===== src/rtl/wb_sram_ctl_pkg.sv =====
// wb_sram_ctl_pkg: bus and SRAM widths shared by the controller, its interface and the bench
package wb_sram_ctl_pkg;
  localparam int RAM_ADDR_WIDTH = 17;
  localparam int WB_ADDR_WIDTH  = 32;
  localparam int DATA_WIDTH     = 16;
endpackage


===== src/rtl/wb_sram_ctl_if.sv =====
// wb_sram_ctl_if: Wishbone slave side plus async SRAM pins of the controller
interface wb_sram_ctl_if;
  import wb_sram_ctl_pkg::*;
  logic [WB_ADDR_WIDTH-1:0]  wb_addr_i;
  logic [DATA_WIDTH-1:0]     wb_data_i;
  logic [DATA_WIDTH-1:0]     wb_data_o;
  logic                      wb_we_i;
  logic                      wb_cycle_i;
  logic                      wb_strobe_i;
  logic                      wb_stall_o;
  logic                      wb_ack_o;
  logic [RAM_ADDR_WIDTH-1:0] ram_addr_o;
  logic [DATA_WIDTH-1:0]     ram_data_i;
  logic [DATA_WIDTH-1:0]     ram_data_o;
  logic                      ram_data_oe_o;
  logic                      ram_oe_n_o;
  logic                      ram_we_n_o;
  logic                      ram_ce_n_o;
  modport slave (
    input  wb_addr_i, wb_data_i, wb_we_i, wb_cycle_i, wb_strobe_i, ram_data_i,
    output wb_data_o, wb_stall_o, wb_ack_o, ram_addr_o, ram_data_o, ram_data_oe_o,
           ram_oe_n_o, ram_we_n_o, ram_ce_n_o
  );
  modport master (
    output wb_addr_i, wb_data_i, wb_we_i, wb_cycle_i, wb_strobe_i, ram_data_i,
    input  wb_data_o, wb_stall_o, wb_ack_o, ram_addr_o, ram_data_o, ram_data_oe_o,
           ram_oe_n_o, ram_we_n_o, ram_ce_n_o
  );
endinterface


===== src/rtl/wb_sram_ctl.sv =====
// wb_sram_ctl: Wishbone pipelined slave driving an async SRAM, one transfer per WAIT_STATES+4 cycles
module wb_sram_ctl import wb_sram_ctl_pkg::*; #(
  parameter int WAIT_STATES = 1
) (
  input logic          wb_clock_i,
  input logic          wb_reset_n_i,
  wb_sram_ctl_if.slave bus
);
  typedef enum logic [1:0] {IDLE, SETUP, ACCESS, DONE} state_t;
  state_t                    r_state;
  logic [2:0]                r_cnt;
  logic [RAM_ADDR_WIDTH-1:0] r_addr;
  logic [DATA_WIDTH-1:0]     r_wdat;
  logic [DATA_WIDTH-1:0]     r_rdat;
  logic                      r_we;
  logic                      r_cyc;
  logic                      r_ack;
  logic                      r_ce_n;
  logic                      r_oe_n;
  logic                      r_we_n;
  logic                      r_doe;
  logic                      w_req;
  assign w_req = bus.wb_cycle_i && bus.wb_strobe_i;
  // r_cyc remembers whether the master kept CYC up for the whole transfer
  always_ff @(posedge wb_clock_i)
    if (!wb_reset_n_i) begin
      r_state <= IDLE;
      r_cnt   <= '0;
      r_addr  <= '0;
      r_wdat  <= '0;
      r_rdat  <= '0;
      r_we    <= 1'b0;
      r_cyc   <= 1'b0;
      r_ack   <= 1'b0;
      r_ce_n  <= 1'b1;
      r_oe_n  <= 1'b1;
      r_we_n  <= 1'b1;
      r_doe   <= 1'b0;
    end else begin
      case (r_state)
        IDLE: if (w_req) begin
          r_state <= SETUP;
          r_addr  <= bus.wb_addr_i[RAM_ADDR_WIDTH-1:0];
          r_we    <= bus.wb_we_i;
          r_wdat  <= bus.wb_data_i;
          r_cyc   <= 1'b1;
          r_ce_n  <= 1'b0;
          r_oe_n  <= bus.wb_we_i;
          r_doe   <= bus.wb_we_i;
        end
        SETUP: begin
          r_state <= ACCESS;
          r_cnt   <= '0;
          r_we_n  <= !r_we;
          r_cyc   <= r_cyc && bus.wb_cycle_i;
        end
        ACCESS: begin
          r_cyc <= r_cyc && bus.wb_cycle_i;
          if (r_cnt == 3'(WAIT_STATES)) begin
            r_state <= DONE;
            r_we_n  <= 1'b1;
            r_oe_n  <= 1'b1;
            r_ack   <= r_cyc && bus.wb_cycle_i;
            if (!r_we) r_rdat <= bus.ram_data_i;
          end else r_cnt <= r_cnt + 3'd1;
        end
        DONE: begin
          r_state <= IDLE;
          r_cnt   <= '0;
          r_ack   <= 1'b0;
          r_ce_n  <= 1'b1;
          r_doe   <= 1'b0;
        end
      endcase
    end
  assign bus.wb_stall_o    = r_state != IDLE;
  assign bus.wb_ack_o      = r_ack;
  assign bus.wb_data_o     = r_rdat;
  assign bus.ram_addr_o    = r_addr;
  assign bus.ram_data_o    = r_wdat;
  assign bus.ram_data_oe_o = r_doe;
  assign bus.ram_ce_n_o    = r_ce_n;
  assign bus.ram_oe_n_o    = r_oe_n;
  assign bus.ram_we_n_o    = r_we_n;
endmodule


===== src/flat_wrapper.sv =====
// flat-port wrapper written by rule: the top's interface ports become plain ports
module wb_sram_ctl_flat import wb_sram_ctl_pkg::*;
#(
  parameter int WAIT_STATES = 1
)
  (wb_clock_i, wb_reset_n_i, bus_wb_addr_i, bus_wb_data_i, bus_wb_we_i, bus_wb_cycle_i, bus_wb_strobe_i, bus_ram_data_i, bus_wb_data_o, bus_wb_stall_o, bus_wb_ack_o, bus_ram_addr_o, bus_ram_data_o, bus_ram_data_oe_o, bus_ram_oe_n_o, bus_ram_we_n_o, bus_ram_ce_n_o);
  wb_sram_ctl_if bus_i ();
  input logic wb_clock_i;
  input logic wb_reset_n_i;
  input wire logic [$bits(bus_i.wb_addr_i)-1:0] bus_wb_addr_i;
  input wire logic [$bits(bus_i.wb_data_i)-1:0] bus_wb_data_i;
  input wire logic [$bits(bus_i.wb_we_i)-1:0] bus_wb_we_i;
  input wire logic [$bits(bus_i.wb_cycle_i)-1:0] bus_wb_cycle_i;
  input wire logic [$bits(bus_i.wb_strobe_i)-1:0] bus_wb_strobe_i;
  input wire logic [$bits(bus_i.ram_data_i)-1:0] bus_ram_data_i;
  output wire logic [$bits(bus_i.wb_data_o)-1:0] bus_wb_data_o;
  output wire logic [$bits(bus_i.wb_stall_o)-1:0] bus_wb_stall_o;
  output wire logic [$bits(bus_i.wb_ack_o)-1:0] bus_wb_ack_o;
  output wire logic [$bits(bus_i.ram_addr_o)-1:0] bus_ram_addr_o;
  output wire logic [$bits(bus_i.ram_data_o)-1:0] bus_ram_data_o;
  output wire logic [$bits(bus_i.ram_data_oe_o)-1:0] bus_ram_data_oe_o;
  output wire logic [$bits(bus_i.ram_oe_n_o)-1:0] bus_ram_oe_n_o;
  output wire logic [$bits(bus_i.ram_we_n_o)-1:0] bus_ram_we_n_o;
  output wire logic [$bits(bus_i.ram_ce_n_o)-1:0] bus_ram_ce_n_o;
  assign bus_i.wb_addr_i = bus_wb_addr_i;
  assign bus_i.wb_data_i = bus_wb_data_i;
  assign bus_i.wb_we_i = bus_wb_we_i;
  assign bus_i.wb_cycle_i = bus_wb_cycle_i;
  assign bus_i.wb_strobe_i = bus_wb_strobe_i;
  assign bus_i.ram_data_i = bus_ram_data_i;
  assign bus_wb_data_o = bus_i.wb_data_o;
  assign bus_wb_stall_o = bus_i.wb_stall_o;
  assign bus_wb_ack_o = bus_i.wb_ack_o;
  assign bus_ram_addr_o = bus_i.ram_addr_o;
  assign bus_ram_data_o = bus_i.ram_data_o;
  assign bus_ram_data_oe_o = bus_i.ram_data_oe_o;
  assign bus_ram_oe_n_o = bus_i.ram_oe_n_o;
  assign bus_ram_we_n_o = bus_i.ram_we_n_o;
  assign bus_ram_ce_n_o = bus_i.ram_ce_n_o;
  wb_sram_ctl #(.WAIT_STATES(WAIT_STATES)) u_core (.wb_clock_i(wb_clock_i), .wb_reset_n_i(wb_reset_n_i), .bus(bus_i));
endmodule

===== config.mk =====
export PLATFORM = sky130hd
export DESIGN_NAME = wb_sram_ctl_flat
export DESIGN_NICKNAME = d
export VERILOG_FILES = /design/src/rtl/wb_sram_ctl_pkg.sv /design/src/rtl/wb_sram_ctl_if.sv /design/src/rtl/wb_sram_ctl.sv /design/src/flat_wrapper.sv
export SDC_FILE = /design/constraint.sdc
export NUM_CORES = 1
export LEC_CHECK = 0
export ABC_AREA = 1
export BUFFER_PORTS_ARGS = -buffer_cell sky130_fd_sc_hd__buf_2
export CORE_MARGIN = 2
export CORE_UTILIZATION = 48
export DETAILED_ROUTE_END_ITERATION = 10
export GPL_TIMING_DRIVEN = 0
export MAX_ROUTING_LAYER = met4
export PLACE_DENSITY = 0.87
export RECOVER_POWER = 50
export SYNTH_ARGS = -nofsm -noshare
export SYNTH_HDL_FRONTEND = slang
export SYNTH_SLANG_ARGS = --single-unit

===== constraint.sdc =====
create_clock -name wb_clock_i -period 2.7 [get_ports wb_clock_i]
set_input_delay 0.405 -clock wb_clock_i [delete_from_list [all_inputs] [get_ports wb_clock_i]]
set_output_delay 0.405 -clock wb_clock_i [all_outputs]
set_load 0.05 [all_outputs]

==> results of run 1 <==
layout by cell type, fill, tap and decap left out:
cell,synthesis,layout
nor2_1,23,23
o211ai_1,1,1
ha_1,8,8
inv_2,1,1
o21a_1,1,1
o21ai_1,4,4
clkbuf_1,3,60
buf_6,1,1
buf_4,4,4
clkinv_1,1,1
buf_2,9,63
nand3_1,7,7
dfxtp_1,61,61
o21ai_0,17,17
o2111ai_1,1,1
bufinv_16,0,1
nor2_4,1,1
inv_1,13,13
nand3_4,1,1
nand2_1,95,95
clkbuf_8,0,11
a21oi_1,39,39
nor3_1,16,16
registers in the layout (all words and copies together) (netlist names):
name                      count
u_core.bus.ram_we_n_o         1
u_core.r_cyc                  1
u_core.r_we                   1
u_core.bus.wb_data_o         16
u_core.bus.ram_ce_n_o         1
u_core.r_state                2
u_core.bus.ram_data_o        16
u_core.bus.ram_addr_o        17
u_core.bus.ram_oe_n_o         1
u_core.bus.ram_data_oe_o      1
u_core.bus.wb_ack_o           1
u_core.r_cnt                  3
path summary, 6_finish.rpt:
path / startpoint / slack, ns / end / cells past startpoint
max: u_core.r_state[0]$_SDFFE_PN0P_ / 0.84 / bus_wb_stall_o / 4
min reg2reg: u_core.bus.ram_data_o[0]$_SDFFE_PN0P_ / 0.46 / u_core.bus.ram_data_o[0]$_SDFFE_PN0P_ / 2
min: bus_ram_data_i[2] / 0.30 / u_core.bus.wb_data_o[2]$_SDFFE_PN0P_ / 3
max reg2reg: u_core.r_state[0]$_SDFFE_PN0P_ / 1.06 / u_core.bus.ram_data_o[4]$_SDFFE_PN0P_ / 7
power by group:
part / switching, mW / internal, mW / total (mW)
sequential: 0.0776 / 1.03 / 1.10
clock: 0.315 / 0.473 / 0.788
combinational: 0.804 / 0.279 / 1.08
per-stage QoR:
stage	cells	util	instance area, um2
after detailed placement	482	0.6332	3010
after global routing	497	0.6595	3136
final	497	0.6595	3136
after CTS	497	0.6737	3203
after global placement	482	0.6332	3010
after floorplan	307	-	2386
layout make-up:
cell class                 count  share of cell area
tap                           67             0.02674
buffer                        17             0.03113
clock buffer                  14             0.05188
clock inverter                 1            0.009577
timing repair buffer         108              0.1508
sequential                    61              0.3895
multi-input combinational    214              0.3224
inverter                      15             0.01796
Yosys cell counts:
cell       number
a21oi_1        39
buf_2           9
buf_4           4
buf_6           1
clkbuf_1        3
clkinv_1        1
dfxtp_1        61
ha_1            8
inv_1          13
inv_2           1
nand2_1        95
nand3_1         7
nand3_4         1
nor2_1         23
nor2_4          1
nor3_1         16
o2111ai_1       1
o211ai_1        1
o21a_1          1
o21ai_0        17
o21ai_1         4
layer usage:
| layer | track usage | part of all wire | wire [um] | up-vias |
|---|---|---|---|---|
| li1 | - | - | - | 1231 |
| met1 | 0.2386 | 0.43 | 2534 | 1102 |
| met2 | 0.3668 | 0.48 | 2851 | 76 |
| met3 | 0.05285 | 0.068 | 403 | 9 |
| met4 | 0.09524 | 0.016 | 95 | 0 |
| met5 | - | 0 | 0 | - |
critical path, cell delays in order (launching register included):
cell and delay (ns):
dfxtp_1 0.40, inv_1 0.12, ha_1 0.28, inv_1 0.07, buf_2 0.26
logic make-up after synthesis:
logic type | Yosys count | share of synthesized area
AOI/OAI and AO/OA | 63 | 0.1358
adders and majority gates | 8 | 0.04195
buffers and inverters | 32 | 0.06450
DFF | 61 | 0.5118
and+or+nand+nor | 143 | 0.2459
==> results.md, run 1 <==
* YS warnings at 0
* Initial Utilization at 0.5018
* Wirelength per Cell at 11.84 um
* I/O pins at approximately 120
* Die Width at about 75 um
* DR vias at between 2,000 and 2,500
* Yosys reg bits at about 60
* Worst VDD drop at 0.0005002 V
* Synthesized area at about 2400 um2
* Clock-pin slew on the worst setup and hold paths at around 0.060 ns
* Arrival time at the worst endpoint at roughly 1.5 ns
* Antenna diodes at 0
* Post-synthesis sequential area ratio at 0.5118
* Pre-antenna DRT Iters at 4
* Area Overhead vs Synth at 31.41%
* CTS buffer count at 9
* Pwr Total at just under 3 mW
* # rows at 25
* Die area at 5551 um2
* Slew Limit Fails at 0
* Area used by multi-input combinational logic at between 1000 and 1500 um2
* GPL Wtd Cong at 0.8952
* GRT Util Overall at 0.2157
* Pleak at 1.359 nW
* Clk root buf: clkbuf_8
* Core Box Area at 4755 um2
* Worst-Margin Slew at between 0.6 and 0.7 ns
* Nets at approximately 500
* Mean area per synthesized cell at 7.772 um2
* Worst Hold Class: in2reg
* Dominant cells by area after synthesis: dfxtp_1 (51%), nand2_1 (15%), a21oi_1 (8.2%), ha_1 (4.2%), nor2_1 (3.6%)
* Worst hold margin at approximately 0.30 ns
* Clk Latency, worst-skew pair at around 0.33 ns
* Final worst slack at between 0.8 and 0.9 ns
* ANT nets after route at 0
* CP Capture Type: output pin
* Startpoint types: flop
* Die Y at roughly 75 um
* Pre-CTS WS at between 1 and 1.5 ns
* Post-synth top area cell: dfxtp_1
* Post-CTS Resized at 0
* Buffers on Ports at 108
* Worst-path maximum fanout at 5
* Final period utilization at 0.6888
* Largest net degree at the start of global routing at 11
* Synth top area share at 0.5118
* Setup TNS at 0 ns
* Syn Nets at about 380
* Unrepaired setup endpoints after global routing: no
* Gr ovfl total at 0
* CTS Buffer Depth at 2
* Hold buffers post-CTS at 0
* Synth cell types at 21
* H-Tree Depth at 3
* Clk_skew at around 0.006 ns
* Fmax at about 540 MHz
* Final Critical Period at about 1.9 ns
* FF+latch area at roughly 1200 um2
* Final wirelength at 5884 um
* Starting DRT DRC Count at between 90 and 100
* PD cells at roughly 950 nW/um2
* First-pass GRT wire length at slightly below 9000 um
* CTS tree: done
* Critical Path RT at about 2.3 ns
* Total of max-cap violations at 0
* Outcome: completed
* Vias per cell at a little under 5
* Mapped Cells at between 300 and 400
* # fillers at ~460
* Layout cell share with drive strength beyond 1 at 0.1930
* Initial antenna violation count at 0
* Post-CTS Setup Bufs at 0
* Clk sink count at around 60
* Number of global-route vias before repair at between 2,000 and 2,500
* Finish-stage setup viols at 0
* Final hold vios at 0
* Rel. slew slack at 0.5823
* Post-route DRC at 0
* Hpwl dp at 4280 um
* Setup Crit Path Kind: reg2out
No activity file was read; power rests on OpenSTA's default activity.
==> inputs of run 2 (changes only) <==
CORE_UTILIZATION = 40   (was 48)
PLACE_DENSITY = 0.78   (was 0.87)
clock period = 1.5 ns   (was 2.7 ns; I/O delays follow)
==> results.md, run 2 (synthesized netlist as in run 1, its figures left out) <==
* Outcome: completed
* Slowest stage delay, CP at between 0.3 and 0.4 ns
* GRT Util Overall at 0.1766
* Worst hold margin at 0.1235 ns
* Switching portion of total power at 0.4022
* Worst-Margin Slew at roughly 0.6 ns
* H-Tree Depth at 3
* Initial Utilization at 0.4078
* Number of global-route vias before repair at around 2,000
* I/O pins at between 100 and 150
* PD cells at 1694 nW/um2
* DR vias at 2,355
* Nets at about 500
* Slew Limit Fails at 0
* Worst Hold Class: in2reg
* Rel. slew slack at 0.6004
* NetSw at around 2.2 mW
* CP Capture Type: output pin
* Antenna diodes at 0
* Critical Path RT at roughly 1.3 ns
* Worst VDD drop at ~0.00080 V
* CTS Buffer Depth at 2
* Layout cell share with drive strength beyond 1 at 0.2995
* Pre-antenna DRT Iters at 4
* GPL Wtd Cong at roughly 0.72
* Fmax at ~710 MHz
* Start point of the worst hold path: bus_ram_data_i[2]
* Core Box Area at 5851 um2
* Crit-path leading delay family: flip-flops
* Final wirelength at just under 6000 um
* Clk sink count at a little over 60
* ANT nets after route at 0
* Final Util at 0.5588
* First-pass GRT wire length at approximately 8600 um
* CTS buffer count at 9
* Clock power share at 0.261
* Finish-stage setup viols at 0
* Final instance area at 3269 um2
* # fillers at roughly 580
* Area used by multi-input combinational logic at slightly above 1000 um2
* Post-route DRC at 0
* Vias per cell at roughly 4.6
* Largest net degree at the start of global routing at 11
* Setup crit start: u_core.r_state[1]$_SDFFE_PN0P_
* Part of the power in registers at 0.360
* Wirelength per Cell at 11.52 um
* Internal Power at around 3.3 mW
* Final period utilization at 0.9380
* # rows at 28
* Crit path cell chain: inv_2 > ha_4 > inv_1 > buf_6
* Max reg flops at 17
* Final Critical Period at approximately 1.4 ns
* Most common cell after layout, fill and taps aside: nand2_1
* Die Width at slightly above 80 um
* Worst r2r src: u_core.r_state[0]$_SDFFE_PN0P_
* Die area at around 6600 um2
* Hold buffers post-CTS at 0
* CTS tree: done
* Logic pwr share at 0.378
* Clock-pin slew on the worst setup and hold paths at 0.07 ns
* Unrepaired setup endpoints after global routing: no
* Gr ovfl total at 0
* Pleak at between 1.5 and 2 nW
* Buf+Inv Stages, Crit Path at 3
* Die Y at slightly above 80 um
* Setup Crit Path Kind: reg2out
* Highest-delay cell along the critical path: dfxtp_2
* Area Overhead vs Synth at 37.02%
* Worst-path maximum fanout at 5
* Arrival time at the worst endpoint at between 1 and 1.5 ns
* Clk root buf: clkbuf_8
* Most frequent cells in the layout: nand2_1 (95), dfxtp_1 (59), buf_2 (58), a21oi_1 (39), clkbuf_2 (31)
* Area post-placement at approximately 3000 um2
* Hpwl dp at 4234 um
* Clk Latency, worst-skew pair at between 0.3 and 0.4 ns
* Startpoint types: flop
* Final hold vios at 0
* FF+latch area at 1224 um2
* Clk_skew at about 0.0068 ns
* Starting DRT DRC Count at 76
* Initial antenna violation count at 0
* Total of max-cap violations at 0
* Buffers on Ports at between 100 and 150
==> run 2: cell types whose count changed in the layout (fill, tap and decap cells not counted), sizes merged <==
| cell | before | now |
|---|---|---|
| clkinvlp | 0 | 1 |
| clkinv | 1 | 3 |
| clkbuf | 71 | 67 |
| buf | 68 | 73 |
==> run 2: final timing paths <==
| check | end | slack [ns] | depth (start not counted) |
|---|---|---|---|
| max | bus_wb_stall_o | 0.09 | 4 |
| min | u_core.bus.wb_data_o[2]$_SDFFE_PN0P_ | 0.12 | 3 |
| max reg2reg | u_core.bus.wb_data_o[6]$_SDFFE_PN0P_ | 0.14 | 6 |
| min reg2reg | u_core.bus.ram_addr_o[6]$_SDFFE_PN0P_ | 0.46 | 2 |
==> run 2: cell type report <==
class                   count  area share
multi-input cells         214      0.3169
clock buffers              11     0.04631
plain buffers              17     0.03406
clock inverters             4     0.01454
inverters                  15     0.01760
well taps                  75     0.02870
repair buffers            112      0.1676
flip-flops and latches     61      0.3743
==> run 2: what timing repair did <==
item	CTS	global route
buffers inserted	0	4
setup endpoints to repair	36	43
gates resized for setup	10	8
pin swaps	0	2
==> run 2: routing by layer <==
metal,track usage,up-vias,part of all wire
met5,-,-,0
met4,0.07288,0,0.0065
met3,0.05111,4,0.062
met2,0.2736,75,0.44
met1,0.2157,1037,0.49
li1,-,1239,-
==> run 2: metrics by stage <==
| stage | power [mW] | setup WS [ns] | TNS, ns | std cells |
|---|---|---|---|---|
| 2_1_floorplan | 3.512 | 0.1383 | 0 | 307 |
| 3_3_place_gp | 3.959 | -0.08398 | -2.098 | 490 |
| 3_5_place_dp | 4.005 | -0.1366 | -3.430 | 490 |
| 4_1_cts | 5.527 | 0.01233 | 0 | 505 |
| 5_1_grt | 5.865 | 0.005110 | 0 | 509 |
| 6_report | 5.539 | 0.09296 | 0 | 509 |
==> run 2: power groups by stage <==
stage	logic (mW)	registers (mW)	clock network, mW
3_5_place_dp	1.99	2.01	0
4_1_cts	2.05	1.98	1.49
6_report	2.09	2.00	1.45
5_1_grt	2.28	2.02	1.56
2_1_floorplan	0.941	2.57	0
3_3_place_gp	1.96	2.00	0
==> run 2: worst reg2reg max path, stage by stage, from the launching register on <==
cell and delay (ns):
dfxtp_2 0.34, inv_2 0.11, ha_2 0.24, nand3_4 0.14, buf_4 0.21, nor3_1 0.15, nor2_1 0.07
==> inputs of run 3 (changes only) <==
MAX_ROUTING_LAYER = default   (was met4)
==> results.md, run 3 (synthesized netlist as in run 1, its figures left out) <==
* Outcome: completed
* Top routing layer used: met4
* Post-route DRC at 0
* Wire length on met3 at between 400 and 500 um
* Area post-placement at 3020 um2
* Setup crit start: u_core.r_state[1]$_SDFFE_PN0P_
* Buffers on Ports at 108
* Max reg flops at 17
* I/O pins at 124
* Final Critical Period at approximately 1.4 ns
* Crit path cell chain: inv_2 > ha_4 > inv_1 > buf_6
* Initial Utilization at 0.4078
* Most common cell after layout, fill and taps aside: nand2_1
* Layout cell share with drive strength beyond 1 at 0.2995
* Clk Latency, worst-skew pair at between 0.3 and 0.4 ns
* Crit-path leading delay family: flip-flops
* Finish-stage setup viols at 0
* Worst r2r src: u_core.r_state[0]$_SDFFE_PN0P_
* Clk root buf: clkbuf_8
* Core Box Area at approximately 6000 um2
* First-pass GRT wire length at 8645 um
* Nets at between 500 and 600
* Pleak at 1.502 nW
* Final std cells w/o fill at just over 500
* Worst VDD drop at 0.0008005 V
* Worst-path maximum fanout at 5
* CTS tree: done
* Hpwl dp at 4234 um
* Rel. slew slack at 0.6004
* Total of max-cap violations at 0
* Pre-antenna DRT Iters at 4
* ANT nets after route at 0
* Slowest stage delay, CP at 0.38 ns
* Met1 wire length at roughly 2800 um
* GRT Util Overall at 0.1717
* Starting DRT DRC Count at 69
* CTS buffer count at 9
* Setup Crit Path Kind: reg2out
* Die Width at around 80 um
* Total placed cells including tap cells at 490
* Slew Limit Fails at 0
* Worst flop-to-flop path endpoint: u_core.bus.wb_data_o[6]$_SDFFE_PN0P_
* Reg2reg path depth at 6
* R2R Setup Slk at between 0.1 and 0.15 ns
* Clock-pin slew on the worst setup and hold paths at roughly 0.07 ns
* Final period utilization at 0.9390
* Initial antenna violation count at 0
* Final hold vios at 0
* GPL Wtd Cong at just over 0.7
* # fillers at between 500 and 600
* Wirelength per Cell at about 12 um
* Routed wl met2 at roughly 2600 um
* WP depth at 4
* Final instance area at between 3000 and 4000 um2
* Startpoint types: flop
* # rows at 28
* Critical Path RT at between 1 and 1.5 ns
* Vias per cell at between 4 and 5
* Clk_skew at 0.007102 ns
* Buf+Inv Stages, Crit Path at 3
* Worst Hold Class: in2reg
* CP Capture Type: output pin
* Final wirelength at between 5000 and 6000 um
* DR vias at ~2,400
* CTS Buffer Depth at 2
* Most frequent cells in the layout: nand2_1 (95), dfxtp_1 (59), buf_2 (58), a21oi_1 (39), clkbuf_2 (31)
* Number of global-route vias before repair at 1,981
* Gr ovfl total at 0
* Fmax at around 700 MHz
* Largest net degree at the start of global routing at 11
* Highest-delay cell along the critical path: dfxtp_2
* H-Tree Depth at 3
* Die area at roughly 6600 um2
* Crit path to: bus_wb_stall_o
* Area Overhead vs Synth at 37.02%
* PD cells at roughly 1700 nW/um2
* Antenna diodes at 0
* Unrepaired setup endpoints after global routing: no
* Clk sink count at between 60 and 70
* Die Y at just over 80 um
* Worst-Margin Slew at 0.6019 ns
* Arrival time at the worst endpoint at approximately 1.2 ns
run 3: cell counts in the layout (fill, tap and decap cells not counted):
Identical to the previous run, type by type.
run 3: stage by stage:
| step | setup slack, ns | utilization | hold slack [ns] | power [mW] | setup TNS [ns] |
|---|---|---|---|---|---|
| 6_report | 0.09148 | 0.5588 | 0.1211 | 5.538 | 0 |
| 3_5_place_dp | -0.1366 | 0.5163 | 0.4516 | 4.005 | -3.430 |
| 4_1_cts | 0.01233 | 0.5541 | 0.1091 | 5.527 | 0 |
| 5_1_grt | 0.005110 | 0.5588 | 0.1175 | 5.865 | 0 |
| 2_1_floorplan | 0.1383 | - | 0.3478 | 3.512 | 0 |
| 3_3_place_gp | -0.08398 | 0.5163 | 0.4473 | 3.959 | -2.098 |
run 3: what timing repair did:
| action | 4_1_cts | 5_1_grt |
|---|---|---|
| pin swaps | 0 | 2 |
| endpoints found under the setup margin | 36 | 43 |
| gates resized for setup | 10 | 8 |
| buffers inserted | 0 | 4 |
| hold buffers | 0 | 0 |
run 3: how the worst min path moves through the flow:
stage	from	to	slack, ns	cells past startpoint
detailed placement	u_core.bus.ram_we_n_o$_SDFFE_PN1P_	u_core.bus.ram_we_n_o$_SDFFE_PN1P_	0.45	2
finish	bus_ram_data_i[2]	u_core.bus.wb_data_o[2]$_SDFFE_PN0P_	0.12	3
CTS	bus_ram_data_i[2]	u_core.bus.wb_data_o[2]$_SDFFE_PN0P_	0.11	3
global route	bus_ram_data_i[1]	u_core.bus.wb_data_o[1]$_SDFFE_PN0P_	0.12	3
global placement	u_core.r_cyc$_SDFFE_PN0P_	u_core.r_cyc$_SDFFE_PN0P_	0.45	2
floorplan	wb_reset_n_i	u_core.r_state[0]$_SDFFE_PN0P_	0.35	2
run 3: per-layer routing:
metal  vias up  GRT usage
met5         -          0
met3         6    0.05778
met4         0    0.07288
met1      1040     0.2115
li1       1239          -
met2        77     0.2736
run 3: worst reg2reg max path, delay by kind of cell, from the launching register on:
family | cells | cell delay, ns
simple gates | 3 | 0.36
buf+inv | 2 | 0.32
flops | 1 | 0.34
fa+ha+maj | 1 | 0.24
run 3: where the power goes:
group	internal (mW)	switching (mW)	total [mW]
clock network	0.842	0.605	1.45
logic	0.614	1.48	2.09
registers	1.85	0.142	2.00
total	3.31	2.23	5.54
run 3: final cells by class:
type / count / area, um2 / area share
well taps: 75 / 93.84 / 0.02870
multi-input cells: 214 / 1036 / 0.3169
inverters: 15 / 57.56 / 0.01760
plain buffers: 17 / 111.4 / 0.03406
flip-flops and latches: 61 / 1224 / 0.3743
clock buffers: 11 / 151.4 / 0.04631
repair buffers: 112 / 548.0 / 0.1676
clock inverters: 4 / 47.55 / 0.01454
